==> src/rtl/wb_arbiter.sv <==
// Writeback arbiter: shares the single ROB writeback port between NREQ result sources.
// Round-robin grant with a ROB-head override; winner is registered onto wb_* one cycle later.
module wb_arbiter #(
    parameter int NREQ = 4
) (
    input  logic                 clk,
    input  logic                 rst,
    input  logic [NREQ-1:0]      req_valid,
    output logic [NREQ-1:0]      req_ready,
    input  logic [NREQ-1:0]      req_error,
    input  logic [5*NREQ-1:0]    req_ecause,
    input  logic [7*NREQ-1:0]    req_robid,
    input  logic [32*NREQ-1:0]   req_result,
    input  logic [6:0]           rob_head_robid,
    input  logic                 rob_flush,
    output logic                 wb_valid,
    output logic                 wb_error,
    output logic [4:0]           wb_ecause,
    output logic [6:0]           wb_robid,
    output logic [31:0]          wb_result
);

    localparam int PW = (NREQ > 1) ? $clog2(NREQ) : 1;

    logic [PW-1:0]   ptr;
    logic [PW-1:0]   ptr_next;

    logic [4:0]      ecause_arr [NREQ];
    logic [6:0]      robid_arr  [NREQ];
    logic [31:0]     result_arr [NREQ];

    logic [NREQ-1:0] head_hit;
    logic            head_any;
    logic [PW-1:0]   head_idx;
    logic            rr_any;
    logic [PW-1:0]   rr_idx;
    logic            grant_any;
    logic [PW-1:0]   grant_idx;

    always_comb begin
        for (int i = 0; i < NREQ; i++) begin
            ecause_arr[i] = req_ecause[5*i +: 5];
            robid_arr[i]  = req_robid[7*i +: 7];
            result_arr[i] = req_result[32*i +: 32];
            head_hit[i]   = req_valid[i] && (robid_arr[i] == rob_head_robid);
        end
    end

    // Head override: the lowest-indexed requester holding the retiring instruction wins.
    // NOTE: every always_comb output gets a default before any conditional write, so no latch is inferred.
    always_comb begin
        head_any = 1'b0;
        head_idx = '0;
        for (int i = NREQ - 1; i >= 0; i--) begin
            if (head_hit[i]) begin
                head_any = 1'b1;
                head_idx = PW'(i);
            end
        end
    end

    // Round-robin scan starting at ptr; descending offset so the nearest valid requester is kept.
    always_comb begin
        rr_any = 1'b0;
        rr_idx = ptr;
        for (int k = NREQ - 1; k >= 0; k--) begin
            int c;
            c = int'(ptr) + k;
            if (c >= NREQ) begin
                c = c - NREQ;
            end
            if (req_valid[c]) begin
                rr_any = 1'b1;
                rr_idx = PW'(c);
            end
        end
    end

    always_comb begin
        grant_any = (head_any || rr_any) && !rob_flush && !rst;
        grant_idx = head_any ? head_idx : rr_idx;
        ptr_next  = (grant_idx == PW'(NREQ - 1)) ? '0 : grant_idx + PW'(1);
        req_ready = '0;
        if (grant_any) begin
            req_ready[grant_idx] = 1'b1;
        end
    end

    // Payload registers load only on a grant; a flush clears the strobe and the pointer, not the data.
    // NOTE: sequential state uses non-blocking assignments; reset here is synchronous and active-high.
    always_ff @(posedge clk) begin
        if (rst) begin
            ptr       <= '0;
            wb_valid  <= 1'b0;
            wb_error  <= 1'b0;
            wb_ecause <= '0;
            wb_robid  <= '0;
            wb_result <= '0;
        end else begin
            wb_valid <= grant_any;
            if (rob_flush) begin
                ptr <= '0;
            end else if (grant_any && !head_any) begin
                ptr <= ptr_next;
            end
            if (grant_any) begin
                wb_error  <= req_error[grant_idx];
                wb_ecause <= ecause_arr[grant_idx];
                wb_robid  <= robid_arr[grant_idx];
                wb_result <= result_arr[grant_idx];
            end
        end
    end

    always_ff @(posedge clk) begin
        if (!rst) begin
            assert ($onehot0(req_ready) && ((req_ready & ~req_valid) == '0));
        end
    end

endmodule

==> config.mk <==
export PLATFORM = sky130hd
export DESIGN_NAME = wb_arbiter
export DESIGN_NICKNAME = d
export VERILOG_FILES = /design/src/rtl/wb_arbiter.sv
export SDC_FILE = /design/constraint.sdc
export NUM_CORES = 1
export LEC_CHECK = 0
export ABC_AREA = 1
export BUFFER_PORTS_ARGS = -buffer_cell sky130_fd_sc_hd__buf_4
export CORE_ASPECT_RATIO = 0.75
export CORE_MARGIN = 4
export CORE_UTILIZATION = 40
export DETAILED_ROUTE_END_ITERATION = 7
export PLACE_DENSITY = 0.78
export RECOVER_POWER = 50
export SLEW_MARGIN = 20
export SYNTH_ARGS = -nofsm -noshare
export SYNTH_HDL_FRONTEND = slang
export SYNTH_SLANG_ARGS = --single-unit
==> constraint.sdc <==
create_clock -name clk -period 2 [get_ports clk]
set_input_delay 0.3 -clock clk [delete_from_list [all_inputs] [get_ports clk]]
set_output_delay 0.3 -clock clk [all_outputs]
set_load 0.02 [all_outputs]
**Yosys cells after proc, flatten, opt, wreduce, memory -nomap -nowiden**

Index checks and enable logic that the tools add are counted.
W data, S select, Z words.

- Register bits: 48
- Input port bits: 194
- Output and inout bits: 50

- $add $sub $neg: 8
- Magnitude comparators: 11
- Equality and inequality tests: 5
- Mux-type cells: 48
- Bitwise operators: 1
- Reduce and logical (&&, ||, !) cells: 13

Operators by type and width:

| kind | count |
|---|---|
| $mux W32 | 6 |
| $lt A32 B4 Y1 const B | 4 |
| $bmux W32 S2 | 1 |
| $eq A7 B7 Y1 | 4 |
| $mux W2 | 10 |
| $mux W1 | 18 |
| $bmux W7 S2 | 1 |
| $mux W7 | 2 |
| $ge A3 B3 Y1 const B | 4 |
| $sub A3 B3 Y4 const B | 3 |
| $bmux W1 S2 | 5 |
| $bmux W5 S2 | 1 |
| $mux W5 | 2 |
| $logic_and A1 B1 Y1 | 8 |
| $add A2 B2 Y3 const B | 2 |
| $mux W4 | 1 |
| $sub A2 B3 Y4 const B | 1 |
| $add A2 B1 Y3 const B | 1 |
| $ge A2 B3 Y1 const B | 1 |
| $logic_not A1 Y1 | 3 |
| $lt A2 B3 Y1 const B | 1 |
| $not A2 Y3 | 1 |
| $add A2 B1 Y2 const B | 1 |
| $demux W1 S2 | 1 |
| other kinds (4) | 4 |

**Logic depth before layout (Yosys ltp)**

Gate-level depths: netlist (run 1).

- Depth in word-level cells: 16
- Depth in mapped cells: 19
- Mapped depth without buffers: 16

**Worst setup path before layout (run 1)**

OpenSTA, ideal clock, no wires.

- Kind: register to output
- Start point: register ptr[0]
- End point: output req_ready[1]
- Arrival time: 2020 ps
- Required time: 1700 ps
- Path slack: -320 ps
- Stages on the path, launching flop included: 18
- Buffers on the path: 3
- Path through: dfxtp_1 -> buf_4 -> inv_2 -> nand2_1 -> nand2_1 -> nand2_1 -> nand2_1 -> nand2_1 -> nand2_1 -> nand3_1 -> nand3_4 -> nand2_2 -> buf_6 -> buf_6 -> inv_1 -> ha_1 -> inv_1 -> nor2_1

- Longest elaborated chain between the ends: 16

RTL lines:

| element | line | text |
|---|---|---|
| start, declared | 25 | `logic [PW-1:0] ptr;` |
| start signal, assigned | 104 | `ptr <= ptr_next;` |
| $add A2 B2 Y3 | 68 | `c = int'(ptr) + k;` |
| $sub A3 B3 Y4 / $ge A3 B3 Y1 (equally long branches) | 70, 69 |  |
| $mux W32 | 69 | `if (c >= NREQ) begin` |
| $bmux W1 S2 | 72 | `if (req_valid[c]) begin` |
| $mux W1 (implied by the code) (2 in a row) | 72 |  |
| $mux W2 (4 in a row) | 72 |  |
| $mux W2 | 81 | `grant_idx = head_any ? head_idx : rr_idx;` |
| $lt A2 B3 Y1 (implied by the code) / $ge A2 B1 Y1 (equally long branches) | 85 | `req_ready[grant_idx] = 1'b1;` |
| $logic_and A1 B1 Y1 (implied by the code) | 85 |  |
| $mux W1 (implied by the code) | 85 |  |
| $demux W1 S2 | 85 |  |
| $mux W4 * | 84 | `if (grant_any) begin` |
| end, declared | 9 | `output logic [NREQ-1:0] req_ready,` |

Mark *: on every way between the ends. The rest lies on a longest branch, timed or not. The select of a mux whose other input is x is not followed.

**Final worst setup path (run 1)**

- Start point: register ptr[0]
- End point: output req_ready[2]

The elaborated chain is that of the path after synthesis.

==> results_dict.tcl, run 1 <==
set metrics [dict create \
    worstRegToRegCells 20 \
    pre_cts_slack_ns -0.218 \
    met3WireLength_um 2190 \
    core_sq_mm 0.00970 \
    hold_violations 0 \
    n_antenna_cell 0 \
    finalSetupViolCount 51 \
    synthArstFlopShare 0 \
    finalClockSkew_ns 0.0108 \
    portBuffers 243 \
    grt_pass1_wl_um 25400 \
    drt_iter0_markers 402 \
    dp.cells 1085 \
    syn_nets 908 \
    cts_num_sinks 48 \
    hold_depth 5 \
    grt_max_degree 38 \
    p_seq_frac 0.236 \
    cts_max_level 2 \
    hpwlAfterDp_um 12600 \
    rsz0062_at_grt "true" \
    final_area_sq_mm 0.00799 \
    synth_top_area_frac 0.354 \
    slew_violations 0 \
    ios 244 \
    ys_seq_elements 48 \
    grt_use_total 0.271 \
    synth.most_common_cell "nand3_1" \
    setup_ws_ns -0.487 \
    initial_core_util 0.411 \
    netlist_instances 710 \
    worstPathArrival_ns 2.19 \
    routabilityCongestion 0.946 \
    cts_tree "built" \
    worstSetupPathDepth 14 \
    area_growth_pct 100 \
    clock_latency_ns 0.30 \
    cpPeakStageDelay_ns 0.37 \
    crit_type "flop to output port" \
    maxCapViolations 0 \
    crit_family "buffers and inverters" \
    pwr-share-clk 0.180 \
    setup_tns_ns -14.09 \
    antenna_found_initial 0 \
    worst-slew-pin-transition_ns 0.428 \
    met2_length_um 9890 \
    grt-ovfl-total 0 \
    cts_buffers 5 \
    yosys.area.top_type "nand3_1" \
    critPathBufInv 6 \
    status "finished with violations" \
    p_sw_frac 0.417 \
    cts_root_buf "clkbuf_16" \
    die_height_um 94.5 \
    vias_per_cell 5.57 \
    hold_buffers 0 \
    dieArea_sq_mm 0.0116 \
    intPower_w 0.00292 \
    p_comb_frac 0.584 \
    violations "setup timing" \
    worstPathMaxFanout 5 \
    cts.clk_slew.worst_paths_ns 0.08 \
    maxUsedRoutingLayer "met4" \
    avgRoutedWirePerCell_um 18.5 \
    critPathLaunchType "flop" \
    drc 0 \
    drt_pre_antenna_iters 5 \
    seq_area_frac_synth 0.241 \
    power_density_mw_per_mm2 626 \
    hold_path_class "primary input to flop" \
    relSlewSlack 0.714 \
    grt_pass1_vias 5232 \
    drive_gt1_frac 0.552 \
    finalCriticalPeriod_ns 2.49 \
    stdcell_count 1122 \
    crit_slowest_cell "dfxtp_4" \
    ir_worst_vdd_mv 0.356 \
    row_count 31 \
    end_kind "output port" \
    fin_util 0.824 \
    synth_edf_count 0 \
    placed_area_sq_mm 0.00632 \
    wl_met1_um 7940 \
    power_switching_w 0.00209 \
    vias 6244 \
    ant_nets 0 \
    yosys-top-cells-count "nand3_1, nand2_1, dfxtp_1" \
    crit_chain "buf_6 -> o21ai_4 -> buf_6 -> nand2_4 -> nand2_2 -> inv_2 -> nand3_2 -> nand3_2 -> a21oi_4 -> buf_6 -> ha_4 -> inv_2 -> nor2_4 -> buf_6" \
    layout.nets 1187 \
    clock_path_buffers 2 \
    timing.final.crit_share 1.24 \
    die_x_um 123 \
    netlist_area_sq_mm 0.00399 \
    leakage_nw 4.07 \
    ys_top_cells_by_area "nand3_1, dfxtp_1, nand2_1, inv_1, buf_6" \
    synth_cell_types 22 \
    dominantRegCellSynth "dfxtp_1" \
    critPathRequiredTime_ns 1.70 \
    max_freq_mhz 402 \
    postSynthAreaPerCell_sq_um 5.62 \
    cp_common_cell "buf_6" \
    wl_um 20700 \
    ys_warn_count 0 \
]
layout by cell type, fill, tap and decap left out, types with 3 or more instances in the layout:
cell / instances
buf_4: 262
nand3_1: 164
nand2_1: 147
nand3_2: 118
nand2_4: 46
dfxtp_1: 46
nand2_2: 39
inv_1: 35
clkbuf_1: 23
buf_12: 16
nor2_1: 15
buf_6: 12
clkbuf_16: 11
inv_2: 9
xnor2_1: 6
a21oi_1: 4
nor2_4: 4
ha_4: 4
clkinvlp_4: 3
buf_8: 3
tightest hold or removal path, delay by kind of cell:
kind / cells / cell delay, ns
AND/OR/NAND/NOR: 4 / 0.20
buffers and inverters: 1 / 0.08
kinds of logic after synthesis:
logic type,Yosys count,synth area share
adders and majority gates,4,0.0126
DFF,48,0.241
xor gates and xnor gates,6,0.0132
and+or+nand+nor,536,0.598
AOI/OAI and AO/OA,12,0.0166
buffers and inverters,104,0.119
stage by stage:
| stage | power, W | hold WS (ns) |
|---|---|---|
| global route | 0.00524 | 0.318 |
| floorplan | 0.00232 | 0.487 |
| detailed placement | 0.00320 | 0.459 |
| global placement | 0.00318 | 0.457 |
| CTS | 0.00421 | 0.305 |
| finish | 0.00500 | 0.303 |
power by group through the flow:
stage	Sequential [W]	Combinational, W	Clock, W
global placement	0.00119	0.00199	0
detailed placement	0.00120	0.00200	0
finish	0.00118	0.00292	0.000900
floorplan	0.00135	0.000971	0
CTS	0.00117	0.00213	0.000902
global route	0.00119	0.00311	0.000937
layer usage:
metal | global-route usage | vias up
met5 | 0 | -
met4 | 0.0590 | 0
met3 | 0.0743 | 67
met2 | 0.440 | 379
met1 | 0.360 | 2897
li1 | - | 2901
state kept, by name, summed over array words and instances, names as in the netlist:
signal,cells
wb_result,32
wb_robid,7
wb_ecause,5
ptr,2
wb_error,1
wb_valid,1
path summary, 6_finish.rpt:
check | startpoint | to | slack, ns
min | req_result[68] | wb_result[4] | 0.30
min reg2reg | wb_error | wb_error | 0.46
max reg2reg | ptr[0] | wb_result[10] | -0.35
max | ptr[0] | req_ready[2] | -0.49
what timing repair did:
action | CTS | global route
setup endpoints to repair | 50 | 51
setup buffers | 7 | 12
pin swaps | 8 | 79
cloned | 2 | 8
gates resized for setup | 19 | 271
final cells by class:
class                      instances  area (sq um)
fill                             637          1700
timing repair buffer             324          2760
inverter                          52           220
clock inverter                     2          15.0
sequential                        48           966
tap                              132           165
multi-input combinational        558          3720
clock buffer                       6           139
Power figures use the tool's default switching activity.
==> run 2, diff against run 1 <==
- CORE_UTILIZATION: 40 -> 44
- PLACE_DENSITY: 0.78 -> 0.82
- clock period: 2 -> 2.5 ns (I/O delays scaled with it)
==> run 2 against run 1 <==
Net effect:
- the flow now finishes without violations
- non-clock buffer count is 57 lower
- critical path type unchanged
- largest cell class unchanged
- clock-buffer cell count stayed put
- critical path depth decreased by 1
- critical endpoint is now req_ready[1]
==> results_dict.tcl, run 2 (synthesized netlist as in run 1, its figures left out) <==
set metrics [dict create \
    status "complete, no violations" \
    top_register "wb_result" \
    routabilityCongestion 0.943 \
    finalClockSkew_ns 0.00277 \
    cp_common_cell "inv_2" \
    portBuffers 243 \
    reg_top3 "wb_result x32, wb_robid x7, wb_ecause x5" \
    drc 0 \
    max_freq_mhz 409 \
    finalCriticalPeriod_ns 2.45 \
    cts_tree "built" \
    largest_register_ffs 32 \
    cts_num_sinks 48 \
    cts_root_buf "clkbuf_16" \
    grt_max_degree 91 \
    grt_pass1_vias 5284 \
    hold_violations 0 \
    worstPathMaxFanout 6 \
    hold_path_class "primary input to flop" \
    worstPathArrival_ns 2.07 \
    die_x_um 118 \
    final_cell_mix "nand3_1, nand2_1, buf_4" \
    initial_core_util 0.462 \
    critPathLaunchType "flop" \
    ir_worst_vdd_mv 0.302 \
    timing.final.crit_share 0.979 \
    hpwlAfterDp_um 12200 \
    dieArea_sq_mm 0.0107 \
    leakage_nw 3.20 \
    core_sq_mm 0.00864 \
    ant_nets 0 \
    drt_iter0_markers 360 \
    cts_buffers 5 \
    drt_pre_antenna_iters 5 \
    critPathRequiredTime_ns 2.12 \
    wl_um 16400 \
    slew_violations 0 \
    power_density_mw_per_mm2 514 \
    ios 244 \
    worst-slew-pin-transition_ns 0.766 \
    row_count 29 \
    grt_pass1_wl_um 26000 \
    die_height_um 90.4 \
    grt-ovfl-total 0 \
    clock_path_buffers 2 \
    vias_per_cell 5.46 \
    fin_util 0.702 \
    layout.nets 1130 \
    fin_hold_ws_ns 0.408 \
    end_kind "output port" \
    rsz0062_at_grt "true" \
    relSlewSlack 0.489 \
    final_common_cell "nand3_1" \
    avgRoutedWirePerCell_um 15.8 \
    area_growth_pct 52.1 \
    antenna_found_initial 0 \
    clock_latency_ns 0.28 \
    maxCapViolations 0 \
    cpPeakStageDelay_ns 0.37 \
    cts.clk_slew.worst_paths_ns 0.06 \
    crit_type "flop to output port" \
    vias 5679 \
    crit_chain "buf_6 -> o21ai_4 -> nand2_2 -> nand2_2 -> inv_2 -> nand3_2 -> nand3_2 -> a21oi_4 -> inv_2 -> ha_2 -> inv_2 -> nor2_2 -> buf_6" \
    n_antenna_cell 0 \
    drive_gt1_frac 0.295 \
    crit_slowest_cell "dfxtp_4" \
    n_fill_cell 790 \
    grt_use_total 0.288 \
    finalSetupViolCount 0 \
    cts_max_level 2 \
    setup_tns_ns 0 \
]
run 2: repair_timing:
item / 4_1_cts / 5_1_grt
endpoints found under the setup margin: 4 / 4
cloned: 0 / 0
buffers inserted: 2 / 7
resized for setup: 13 / 37
hold buffers: 0 / 0
pin swaps: 4 / 21
run 2: layout make-up:
type	instances	area (sq um)	share of cell area
multi-input cells	558	2700	0.445
well taps	108	135	0.0223
clock buffers	6	139	0.0229
repair buffers	267	1910	0.314
flip-flops and latches	48	968	0.160
clock inverters	2	15.0	0.00248
inverters	52	203	0.0334
run 2: critical path, delay by kind of cell, from the launching register on:
family | cells | cell delay, ns
AOI/OAI and AO/OA | 2 | 0.38
adders and majority gates | 1 | 0.18
DFF | 1 | 0.37
and+or+nand+nor | 5 | 0.36
buffers and inverters | 5 | 0.50
run 2: stage by stage:
stage	instances	setup WS, ns	power (W)	area, sq um
6_report	1041	0.0523	0.00312	6060
3_5_place_dp	1024	0.0545	0.00245	5850
3_3_place_gp	1024	0.101	0.00241	5850
4_1_cts	1034	0.0206	0.00314	6050
5_1_grt	1041	-0.0703	0.00332	6060
2_1_floorplan	710	0.105	0.00182	3990
run 2: report_power, final:
group | internal [W] | total (W) | switching (W) | leakage, nW
combinational | 0.000597 | 0.00149 | 0.000897 | 2.73
clock | 0.000398 | 0.000683 | 0.000285 | 0.0691
sequential | 0.000876 | 0.000941 | 0.0000643 | 0.398
run 2: path summary, 6_finish.rpt:
| path | depth (start not counted) | end | slack, ns | startpoint |
|---|---|---|---|---|
| max | 13 | req_ready[1] | 0.05 | ptr[0] |
| min | 5 | wb_result[25] | 0.41 | req_result[25] |
| max reg2reg | 16 | wb_result[16] | 0.29 | ptr[0] |
| min reg2reg | 2 | wb_result[22] | 0.47 | wb_result[22] |
run 2: metal layers:
| metal | track usage | routed length, um | part of all wire | up-vias |
|---|---|---|---|---|
| li1 | - | - | - | 2777 |
| met1 | 0.372 | 6600 | 0.40 | 2532 |
| met2 | 0.483 | 7770 | 0.47 | 332 |
| met3 | 0.0683 | 1630 | 0.099 | 38 |
| met4 | 0.0780 | 443 | 0.027 | 0 |
| met5 | 0 | 0 | 0 | - |
==> run 3, diff against run 2 <==
- CORE_UTILIZATION: 44 -> 49
- CTS_BUF_LIST: default -> sky130_fd_sc_hd__clkbuf_4 sky130_fd_sc_hd__clkbuf_8
- PLACE_DENSITY: 0.82 -> 0.9
- clock period: 2.5 -> 2.82 ns (I/O delays scaled with it)
==> run 3 against run 2 <==
Net effect:
- global-route usage increased by 0.93 points
- first-iteration DRC count up 54%
- critical path depth is 2 higher
- flip-flop and latch count unchanged
- power is 17% lower
- core utilization increased by 2.6 points
- combinational power is 18% lower
- die area shrank 9.4%
- hold slack better by 0.025 ns
- sequential power fell by 11%
- largest cell class unchanged
- worst setup slack better by 0.14 ns
==> results_dict.tcl, run 3 (synthesized netlist as in run 1, its figures left out) <==
set metrics [dict create \
    vias 5623 \
    grt_pass1_vias 5099 \
    finalSetupViolCount 0 \
    final_common_cell "nand3_1" \
    n_fill_cell 750 \
    die_x_um 112 \
    max_freq_mhz 381 \
    ant_nets 0 \
    clock_path_buffers 2 \
    cts.clk_slew.worst_paths_ns 0.09 \
    wl_um 15600 \
    antenna_found_initial 0 \
    row_count 28 \
    r2r-end "wb_robid[3]" \
    relSlewSlack 0.399 \
    maxCapViolations 0 \
    rsz0062_at_grt "false" \
    end_kind "output port" \
    cts_buffers 5 \
    ios 244 \
    cts_root_buf "clkbuf_8" \
    vias_per_cell 5.46 \
    die_height_um 86.1 \
    worst-slew-pin-transition_ns 0.901 \
    hold_path_class "primary input to flop" \
    startpoint "ptr[1]" \
    clock_latency_ns 0.30 \
    avgRoutedWirePerCell_um 15.2 \
    top_register "wb_result" \
    layout.nets 1121 \
    grt_use_total 0.298 \
    drive_gt1_frac 0.253 \
    routabilityCongestion 0.965 \
    critPathRequiredTime_ns 2.40 \
    hold_violations 0 \
    ir_worst_vdd_mv 0.290 \
    initial_core_util 0.504 \
    timing.final.crit_share 0.931 \
    worstRegToRegCells 15 \
    r2r_slack_ns 0.34 \
    finalClockSkew_ns 0.00389 \
    drc 0 \
    n_antenna_cell 0 \
    cts_tree "built" \
    worstPathArrival_ns 2.20 \
    finalCriticalPeriod_ns 2.62 \
    cts_max_level 2 \
    leakage_nw 3.11 \
    slew_violations 0 \
    drt_pre_antenna_iters 6 \
    status "complete, no violations" \
    portBuffers 243 \
    hpwlAfterDp_um 11900 \
    p_total_w 0.00259 \
    dieArea_sq_mm 0.00966 \
    core_sq_mm 0.00792 \
    endpoint "req_ready[0]" \
    grt_pass1_wl_um 24000 \
    area_growth_pct 44.5 \
    crit_type "flop to output port" \
    setup_tns_ns 0 \
    power_density_mw_per_mm2 449 \
    r2r-start "ptr[1]" \
    largest_register_ffs 32 \
    reg_top3 "wb_result x32, wb_robid x7, wb_ecause x5" \
    cts_num_sinks 48 \
    grt_max_degree 91 \
    drt_iter0_markers 554 \
    worstPathMaxFanout 8 \
    grt-ovfl-total 0 \
    critPathLaunchType "flop" \
    final_cell_mix "nand3_1, nand2_1, buf_4" \
]
[run 3: power by group]
group	leakage (nW)	internal [W]	switching (W)
sequential	0.397	0.000776	0.0000573
clock	0.0614	0.000290	0.000241
combinational	2.65	0.000472	0.000751
total	3.11	0.00154	0.00105
[run 3: worst min-delay path by stage]
stage                     slack, ns          start  depth (start not counted)       endpoint
final                          0.43  req_result[8]                          5   wb_result[8]
after global routing           0.44  req_result[8]                          5   wb_result[8]
after CTS                      0.43  req_result[8]                          5   wb_result[8]
after detailed placement       0.46  wb_result[19]                          2  wb_result[19]
after global placement         0.46   wb_result[1]                          2   wb_result[1]
after floorplan                0.50         ptr[1]                          2         ptr[1]
[run 3: worst max-delay path: stages (launching register included)]
cell     delay [ns]
dfxtp_1        0.42
inv_2          0.08
nand2_1        0.06
nand2_1        0.08
inv_2          0.06
nand2_1        0.06
nand2_1        0.08
inv_2          0.05
nand3_1        0.06
nand3_1        0.12
a21oi_4        0.23
inv_2          0.12
ha_1           0.19
inv_1          0.05
nor2_1         0.05
buf_4          0.18
[run 3: per-layer routing]
layer	up-vias	wire length [um]	GRT usage
met1	2504	6300	0.372
met2	324	7290	0.513
met5	-	0	0
met4	0	409	0.0906
li1	2755	-	-
met3	40	1590	0.0691
[run 3: through the flow]
step / setup WS [ns] / hold slack, ns / utilization / instance area (sq um) / instances
finish: 0.196 / 0.433 / 0.728 / 5760 / 1029
global route: 0.0141 / 0.442 / 0.728 / 5760 / 1029
CTS: 0.0807 / 0.426 / 0.747 / 5910 / 1026
detailed placement: 0.0810 / 0.463 / 0.731 / 5790 / 1018
global placement: 0.157 / 0.457 / 0.731 / 5790 / 1018
floorplan: 0.377 / 0.503 / - / 3990 / 710
[run 3: final cells by class]
cell class                 instances  area [sq um]  share of cell area
inverter                          52           195              0.0339
sequential                        48           965               0.167
timing repair buffer             258          1770               0.307
tap                              105           131              0.0228
clock buffer                       6          82.6              0.0143
clock inverter                     2          38.8             0.00673
multi-input combinational        558          2580               0.447
[run 3: repair_timing]
action,in CTS,in global routing
setup endpoints to repair,3,4
setup buffers,0,3
gates resized for setup,1,2
hold buffers,0,0
hold endpoints to repair,0,0
pin swaps,0,1
